--- src/rtl/cae_csr_pkg.sv ---
// ----------------------------------------------------------------------------
// cae_csr_pkg
// Shared definitions for the CAE CSR function-side arbiter.
//   - CSR address map constants used by the local requesters
//   - Arbiter FSM state type and encodings
//   - Default read-ack timeout in clk_csr cycles
// No ports (package).
// ----------------------------------------------------------------------------
package cae_csr_pkg;

    // CSR address map seen on the bank's function-side port
    localparam logic [15:0] CSR_STATUS   = 16'h0001;
    localparam logic [15:0] CSR_VIS      = 16'h0002;
    localparam logic [15:0] CSR_SCRATCH  = 16'h0003;
    localparam logic [15:0] CSR_SUM      = 16'h0004;
    localparam logic [15:0] CSR_SEL_MASK = 16'h8000;

    // Arbiter sequencer states, kept as plain constants so older tools and
    // waveform scripts that expect a 2-bit code keep working
    typedef logic [1:0] csr_state_t;
    localparam csr_state_t ST_IDLE  = 2'd0;
    localparam csr_state_t ST_ISSUE = 2'd1;
    localparam csr_state_t ST_WAIT  = 2'd2;
    localparam csr_state_t ST_RESP  = 2'd3;

    // Cycles to wait for func_ack on a read before flagging an error
    localparam int DEFAULT_TIMEOUT = 15;

endpackage

--- src/rtl/cae_rr_pick.sv ---
// ----------------------------------------------------------------------------
// cae_rr_pick
// Combinational round-robin priority encoder. Starting at ptr_i and walking
// upward (wrapping modulo N), the first set bit of vec_i wins.
// Ports:
//   vec_i  [N-1:0]   request vector
//   ptr_i  [IW-1:0]  index with highest priority this cycle
//   gnt_o  [N-1:0]   one-hot winner (all zero when nothing requests)
//   idx_o  [IW-1:0]  binary index of the winner
//   any_o            at least one request present
// ----------------------------------------------------------------------------
module cae_rr_pick #(
    parameter int N  = 2,
    parameter int IW = (N > 1) ? $clog2(N) : 1
) (
    input  logic [N-1:0]  vec_i,
    input  logic [IW-1:0] ptr_i,
    output logic [N-1:0]  gnt_o,
    output logic [IW-1:0] idx_o,
    output logic          any_o
);

    logic [IW-1:0] cand;

    // Visit candidates in priority order; once a winner is found the
    // any_o flag masks every later candidate.
    always_comb begin
        gnt_o = '0;
        idx_o = '0;
        any_o = 1'b0;
        cand  = '0;
        for (int off = 0; off < N; off++) begin
            cand = IW'((int'(ptr_i) + off) % N);
            if (!any_o && vec_i[cand]) begin
                any_o       = 1'b1;
                gnt_o[cand] = 1'b1;
                idx_o       = cand;
            end
        end
    end

endmodule

--- src/rtl/cae_csr_arb.sv ---
// ----------------------------------------------------------------------------
// cae_csr_arb
// Round-robin arbiter/sequencer sharing the CSR bank function-side port
// between NREQ local requesters. One access in flight at a time; every
// accepted access ends with a one-cycle rsp_vld pulse, including reads that
// time out waiting for func_ack.
// Ports:
//   clk_csr, i_csr_reset_n           clock, async active-low reset
//   req_vld/req_wr [NREQ]            per-requester request and direction
//   req_addr [NREQ*AW], req_wdata [NREQ*DW]  packed per-requester payload
//   req_rdy [NREQ]                   one-hot accept pulse
//   rsp_vld [NREQ], rsp_data, rsp_err  one-hot completion with result
//   func_address, func_wr_valid, func_rd_valid, func_wr_data  bank request
//   func_ack, func_rd_data           bank read acknowledge and data
// ----------------------------------------------------------------------------
module cae_csr_arb
    import cae_csr_pkg::*;
#(
    parameter int NREQ    = 2,
    parameter int AW      = 16,
    parameter int DW      = 64,
    parameter int TIMEOUT = DEFAULT_TIMEOUT
) (
    input  logic               clk_csr,
    input  logic               i_csr_reset_n,
    input  logic [NREQ-1:0]    req_vld,
    input  logic [NREQ-1:0]    req_wr,
    input  logic [NREQ*AW-1:0] req_addr,
    input  logic [NREQ*DW-1:0] req_wdata,
    output logic [NREQ-1:0]    req_rdy,
    output logic [NREQ-1:0]    rsp_vld,
    output logic [DW-1:0]      rsp_data,
    output logic               rsp_err,
    output logic [AW-1:0]      func_address,
    output logic               func_wr_valid,
    output logic               func_rd_valid,
    output logic [DW-1:0]      func_wr_data,
    input  logic               func_ack,
    input  logic [DW-1:0]      func_rd_data
);

    localparam int IW = (NREQ > 1) ? $clog2(NREQ) : 1;
    localparam int CW = $clog2(TIMEOUT + 1);
    localparam logic [CW-1:0]   TMAX    = CW'(TIMEOUT);
    localparam logic [IW-1:0]   LAST    = IW'(NREQ - 1);
    localparam logic [NREQ-1:0] ONE_HOT = NREQ'(1);

    csr_state_t      state_q, state_d;
    logic [IW-1:0]   ptr_q,   ptr_d;
    logic [IW-1:0]   grant_q, grant_d;
    logic            wr_q,    wr_d;
    logic [AW-1:0]   addr_q,  addr_d;
    logic [DW-1:0]   wdata_q, wdata_d;
    logic [CW-1:0]   cnt_q,   cnt_d;
    logic [DW-1:0]   rdata_q, rdata_d;
    logic            err_q,   err_d;

    logic [NREQ-1:0] pick_gnt;
    logic [IW-1:0]   pick_idx;
    logic            pick_any;

    cae_rr_pick #(
        .N  (NREQ),
        .IW (IW)
    ) u_pick (
        .vec_i (req_vld),
        .ptr_i (ptr_q),
        .gnt_o (pick_gnt),
        .idx_o (pick_idx),
        .any_o (pick_any)
    );

    // Sequencer: accept in IDLE, one strobe cycle in ISSUE, optional WAIT for
    // a read ack, then one RESP cycle that also advances the pointer.
    always_comb begin
        state_d = state_q;
        ptr_d   = ptr_q;
        grant_d = grant_q;
        wr_d    = wr_q;
        addr_d  = addr_q;
        wdata_d = wdata_q;
        cnt_d   = cnt_q;
        rdata_d = rdata_q;
        err_d   = err_q;
        case (state_q)
            ST_IDLE: begin
                if (pick_any) begin
                    grant_d = pick_idx;
                    wr_d    = req_wr[pick_idx];
                    addr_d  = req_addr[pick_idx*AW +: AW];
                    wdata_d = req_wdata[pick_idx*DW +: DW];
                    state_d = ST_ISSUE;
                end
            end
            ST_ISSUE: begin
                if (wr_q) begin
                    rdata_d = '0;
                    err_d   = 1'b0;
                    state_d = ST_RESP;
                end else if (func_ack) begin
                    rdata_d = func_rd_data;
                    err_d   = 1'b0;
                    state_d = ST_RESP;
                end else begin
                    cnt_d   = '0;
                    state_d = ST_WAIT;
                end
            end
            ST_WAIT: begin
                // Ack is checked first so a late ack on the terminal count
                // still completes without error.
                cnt_d = (cnt_q == TMAX) ? cnt_q : cnt_q + 1'b1;
                if (func_ack) begin
                    rdata_d = func_rd_data;
                    err_d   = 1'b0;
                    state_d = ST_RESP;
                end else if (cnt_q == TMAX) begin
                    rdata_d = '0;
                    err_d   = 1'b1;
                    state_d = ST_RESP;
                end
            end
            ST_RESP: begin
                ptr_d   = (grant_q == LAST) ? '0 : grant_q + 1'b1;
                state_d = ST_IDLE;
            end
            default: state_d = ST_IDLE;
        endcase
    end

    // State registers; reset abandons any access in flight.
    always_ff @(posedge clk_csr or negedge i_csr_reset_n) begin
        if (!i_csr_reset_n) begin
            state_q <= ST_IDLE;
            ptr_q   <= '0;
            grant_q <= '0;
            wr_q    <= 1'b0;
            addr_q  <= '0;
            wdata_q <= '0;
            cnt_q   <= '0;
            rdata_q <= '0;
            err_q   <= 1'b0;
        end else begin
            state_q <= state_d;
            ptr_q   <= ptr_d;
            grant_q <= grant_d;
            wr_q    <= wr_d;
            addr_q  <= addr_d;
            wdata_q <= wdata_d;
            cnt_q   <= cnt_d;
            rdata_q <= rdata_d;
            err_q   <= err_d;
        end
    end

    // Strobes and pulses decode from registered state, so they drop the
    // moment reset asserts.
    assign req_rdy       = (state_q == ST_IDLE) ? pick_gnt : '0;
    assign rsp_vld       = (state_q == ST_RESP) ? (ONE_HOT << grant_q) : '0;
    assign rsp_data      = rdata_q;
    assign rsp_err       = err_q;
    assign func_address  = addr_q;
    assign func_wr_data  = wdata_q;
    assign func_wr_valid = (state_q == ST_ISSUE) &&  wr_q;
    assign func_rd_valid = (state_q == ST_ISSUE) && !wr_q;

endmodule

--- config.mk ---
export PLATFORM = sky130hd
export DESIGN_NAME = cae_csr_arb
export DESIGN_NICKNAME = d
export VERILOG_FILES = /design/src/rtl/cae_csr_pkg.sv /design/src/rtl/cae_rr_pick.sv /design/src/rtl/cae_csr_arb.sv
export SDC_FILE = /design/constraint.sdc
export NUM_CORES = 1
export LEC_CHECK = 0
export ABC_AREA = 1
export CORE_ASPECT_RATIO = 1.25
export CORE_UTILIZATION = 35
export DETAILED_ROUTE_END_ITERATION = 8
export GPL_ROUTABILITY_DRIVEN = 1
export PLACE_DENSITY = 0.7
export SLEW_MARGIN = 20
export SYNTH_ARGS = -nofsm -noshare
export SYNTH_HDL_FRONTEND = slang
export SYNTH_SLANG_ARGS = --single-unit
--- constraint.sdc ---
create_clock -name clk_csr -period 3.1 [get_ports clk_csr]
set_clock_uncertainty 0.05 [all_clocks]
set_input_delay 0.62 -clock clk_csr [delete_from_list [all_inputs] [get_ports clk_csr]]
set_output_delay 0.62 -clock clk_csr [all_outputs]
set_load 0.02 [all_outputs]
# Word level (Yosys, flattened, before mapping)
# Index checks and enable logic that the tools add are counted.
# totals
ff_bits	154
in_bits	231
# classes
addsub	3
n_lt_le_gt_ge	5
n_eq_ne	10
shift	3
muxes	39
n_bitwise	1
reduce_logical	13
# op_table
operator	count
$mux W64	4
$pmux W64 S2	1
$shiftx A128 B8 Y64	1
$shiftx A32 B6 Y16	1
$mux W1	19
$mux W2	7
$mux W4	3
$ne A2 B2 Y1 const B	4
$pmux W2 S4	1
$pmux W4 S2	1
$lt A1 B2 Y1 const B	3
$ne A3 B3 Y1 const B	2
$logic_and A1 B1 Y1	5
$add A4 B1 Y4 const B	1
$eq A2 B2 Y1 const B	2
$eq A4 B4 Y1 const B	1
$reduce_and A2 Y1	2
$reduce_and A4 Y1	1
$reduce_and A3 Y1	1
$add A1 B1 Y1 const B	2
$demux W1 S1	2
$eq A2 B1 Y1 const B	1
$ge A1 B1 Y1 const B	2
$logic_not A1 Y1	2
5 further kinds	5

# Longest topological paths before layout
# logic_depth
ltp_word	8
ltp_mapped	10
mapped_depth_nobuf	9

# Hierarchy
# From an unflattened synthesis, not the netlist that was laid out.
# hier_totals
cells_unflattened	949
hier_area_um2	7313.3
# modules_own_cells
mod	n_inst	cells_each	area_per_inst_um2
cae_csr_arb	1	935	7258.2
cae_rr_pick	1	14	55.1

# Least setup slack after synthesis
# OpenSTA, ideal clock, no wires.
# synth_path
path_type	input -> output
start	input port req_vld[0]
end	output port req_rdy[1]
arrival_time_ns	1.410
t_required_ns	2.430
path_slack_ns	1.020
path_stages	5
path_buffers	2
path_cell_list	nand2_1 nand2_2 buf_2 buf_2 nor2_1
# synth_between
elab_chain_len	7
elab_cells_between_ends	11
classes_between	8 x mux; 1 x bitwise; 2 x reduce/logical
# synth_lines
element	line_no	text
start: declaration	cae_csr_arb.sv:26	input logic [NREQ-1:0] req_vld,
$mux W1 (not written as such) (2 in a row)	cae_rr_pick.sv:34	if (!any_o && vec_i[cand]) begin
$mux W1	cae_rr_pick.sv:34	
$logic_not A1 Y1	cae_rr_pick.sv:34	
$logic_and A1 B1 Y1	cae_rr_pick.sv:34	
$mux W2 *	cae_rr_pick.sv:34	
$mux W2 *	cae_csr_arb.sv:158	assign req_rdy = (state_q == ST_IDLE) ? pick_gnt : '0;
end: declaration	cae_csr_arb.sv:30	output logic [NREQ-1:0] req_rdy,
# Every way passes the cells marked *; elsewhere a longest branch is shown, timed or not. The select of a mux whose other input is x is not followed.

# Worst setup path in the final report
# layout_path
start	register state_q[1]
end	output port req_rdy[1]
# layout_between
elab_chain_len	2
# layout_lines
element	line_no	text
start: declaration	cae_csr_arb.sv:48	csr_state_t state_q, state_d;
start signal: assignment	cae_csr_arb.sv:144	state_q <= state_d;
$logic_not A2 Y1	cae_csr_arb.sv:158	
$mux W2	cae_csr_arb.sv:158	
# No other way between the ends.

==> summary.txt <==
Worst setup path
  • Largest stage delay, worst path: 0.62 ns
  • RR Endpoint: rsp_data[60]
  • Most used cell along the critical path: inv_1
  • Critical path startpoint category: register
  • CP required: 2.43 ns
  • Crit Reg-Reg Startpoint: state_q[0]
  • CP Data Arrival Time: 2.20 ns
  • CP Class: reg -> out
  • R2R Setup Slk: 0.99 ns
  • CP max stage cell: clkdlybuf4s50_1
  • Setup crit end kind: output port
  • Critical path buffers and inverters: 3
  • CP cell instances: inv_1, ha_1, inv_1, nor2_1, clkdlybuf4s50_1
  • CP Max Fanout: 5
  • Delay-heaviest family, CP: buffers and inverters
  • R2R cell count: 8

Layout
  • Post-Layout Cell Count: 1751
  • Final nets: 1691
  • Area delta synth->final: 59.1%
  • Commonest non-fill, non-tap cell in the layout: nand2_1
  • Fillers: 2103
  • Fraction of layout cells with a size suffix above 1: 9.00%
  • Most frequent cells in the layout: nand2_1 (403), clkdlybuf4s50_1 (380), inv_1 (157)

Route
  • DRT Wirelength: 25300 um
  • DR DRC count: 0
  • Drt wl/cell: 14.5 um
  • Final ANT Viol Nets: 0
  • Routed vias/inst: 4.52
  • Total number of vias: 7909
  • DR iter-0 viols: 287
  • Pre-antenna DRT Iters: 4

Timing
  • Final number of hold-violating endpoints: 0
  • Setup_tns: 0 ns
  • Unrepaired setup endpoints after global routing: false
  • Setup ws final: 0.230 ns
  • Final setup viols: 0
  • Worst slew pin tran: 0.613 ns
  • Worst slew margin: 59.0%
  • Max Fclk: 0.348 GHz
  • Slew Viols, Final: 0
  • Fin crit period: 2.87 ns
  • Crit share post-route: 92.6%

Worst hold path
  • Min-Delay Path Class: in -> async

Logic synthesis
  • FF+latch count, synth: 154
  • Avg Cell Area, Syn: 7.22 um2
  • Mapped Nets: 1341
  • Post-synth cell types: 19
  • Share of the synthesized area in the top cell type: 48.3%
  • Warnings, synthesis: 0
  • Mapped Cells: 1104
  • Synth area leaders: dfrtp_1 (48%), nand2_1 (19%), nand3_1 (9.3%), inv_1 (7.4%), or2_2 (6.4%)
  • Register area share after synthesis: 48.3%
  • Synth Cell Area: 7970 um2
  • Leading area contributor after synthesis: dfrtp_1

CTS
  • Hold bufs inserted after CTS: 0
  • Latest clock arrival within the worst-skew pair: 0.41 ns
  • H-tree depth: 4
  • Clk root buf: clkbuf_16
  • CTS tree: yes
  • Clk slew on worst S/H paths: 0.07 ns
  • CTS Buf Count: 17
  • Post-CTS Setup Repair Bufs: 0
  • Max clock buf depth: 2
  • Clock sink count: 154
  • Post-CTS sizing: 0

GRT
  • Global Route Usage Sum: 21.8%
  • Total grt overflow: 0
  • First-pass GRT wire length: 39000 um
  • Antenna violations before repair: 5
  • Vias in the first global route: 7491
  • Pin count of the biggest net entering global routing: 163

Pwr
  • Leak: 6.52 nW
  • Comb pwr share: 53.2%
  • Clk pwr share: 18.4%
  • Pwr dens: 966 nW/um2
  • Pint: 7.10 mW
  • Worst vdd ir: 0.000653 V
  • Switch share: 42.0%
  • Total Power: 12.2 mW
  • NetSw: 5.15 mW
  • Sequential cell fraction of total power: 28.4%

Floorplan
  • Die W: 137 um
  • Starting Density: 35.8%
  • Die footprint: 23400 um2
  • Die Ht: 171 um
  • Row cnt: 61
  • Ports: 382
  • Core area: 22300 um2

Placed design
  • Detailed placement HPWL: 18200 um
  • Pre-CTS worst setup slack: 0.414 ns
  • GP Congestion: 0.834
  • Placed Instances: 1718
  • Port Buffers: 381

Flow run
  • Total of max-cap violations: 0

Run status
  • Outcome: completed
==> logic make-up (layout without fill, tap and decap cells) <==
| family | after synthesis | after routing | synth area share [%] |
|---|---|---|---|
| AND/OR/NAND/NOR | 712 | 712 | 38.5 |
| buffers and inverters | 220 | 583 | 11.3 |
| flip-flops | 154 | 154 | 48.3 |
| AO/OA/AOI/OAI | 12 | 12 | 1.00 |
| adder cells (fa/ha/maj) | 6 | 6 | 0.942 |
| other | 0 | 1 | 0 |
==> how the worst max path moves through the flow <==
stage	slack, ns	endpoint	startpoint	depth (start not counted)
6_report	0.23	req_rdy[1]	state_q[1]	5
5_1_grt	0.09	req_rdy[1]	state_q[1]	5
4_1_cts	0.19	req_rdy[1]	state_q[1]	5
3_5_place_dp	0.41	req_rdy[1]	req_vld[0]	5
3_3_place_gp	0.41	req_rdy[1]	req_vld[0]	5
2_1_floorplan	1.02	req_rdy[1]	req_vld[0]	5
==> cells in the mapped netlist <==
library cell,count
nand2_1,405
inv_1,157
dfrtp_1,154
nand3_1,148
or2_2,81
nor2_1,76
buf_2,30
clkbuf_1,22
buf_4,9
ha_1,6
o21ai_0,4
a21oi_1,3
inv_2,2
o21ai_2,2
a31oi_1,1
nand2_2,1
nand4_1,1
o21ai_1,1
o21ai_4,1
==> sequential cells by signal, indices dropped and copies added (netlist names) <==
signal / flops
func_address: 16
rsp_err: 1
wr_q: 1
rsp_data: 64
ptr_q: 1
func_wr_data: 64
state_q: 2
cnt_q: 4
grant_q: 1
==> per-layer routing <==
layer  global-route usage (%)  wire length, um
met1                     25.7            10100
met2                     35.3            11700
met3                     9.72             2940
met5                        0               55
met4                     6.64              511
==> worst register-to-register path: cells and delay by family (launching register included) <==
family | cells | cell delay (ns)
simple gates | 3 | 0.31
compound gates | 1 | 0.53
flops | 1 | 0.44
fa+ha+maj | 1 | 0.22
buf+inv | 3 | 0.46
==> metrics by stage <==
step                      area [um2]  util (%)  hold WS [ns]
final                          12700      56.9        0.0929
after global routing           12700      56.9         0.116
after CTS                      12700      56.9         0.114
after detailed placement       12000      54.1         0.407
after global placement         12000      54.1         0.402
after floorplan                 7970         -         0.274
==> power by group through the flow <==
stage,registers [mW],clock network (mW),logic (mW)
floorplan,4.49,0,2.62
global placement,3.47,0,6.48
detailed placement,3.49,0,6.57
CTS,3.48,2.31,6.59
global route,3.59,2.40,7.14
finish,3.48,2.25,6.51
==> area by class of cell <==
class	instances	area, um2	share of cell area (%)
diodes	1	2.50	0.0197
clock buffers	20	447	3.52
clock inverters	12	188	1.48
inverters	159	597	4.71
multi-input cells	730	3250	25.6
flip-flops and latches	154	3850	30.4
well taps	283	354	2.79
repair buffers	392	4000	31.5
Note: power is estimated with default switching activity, not from simulation.
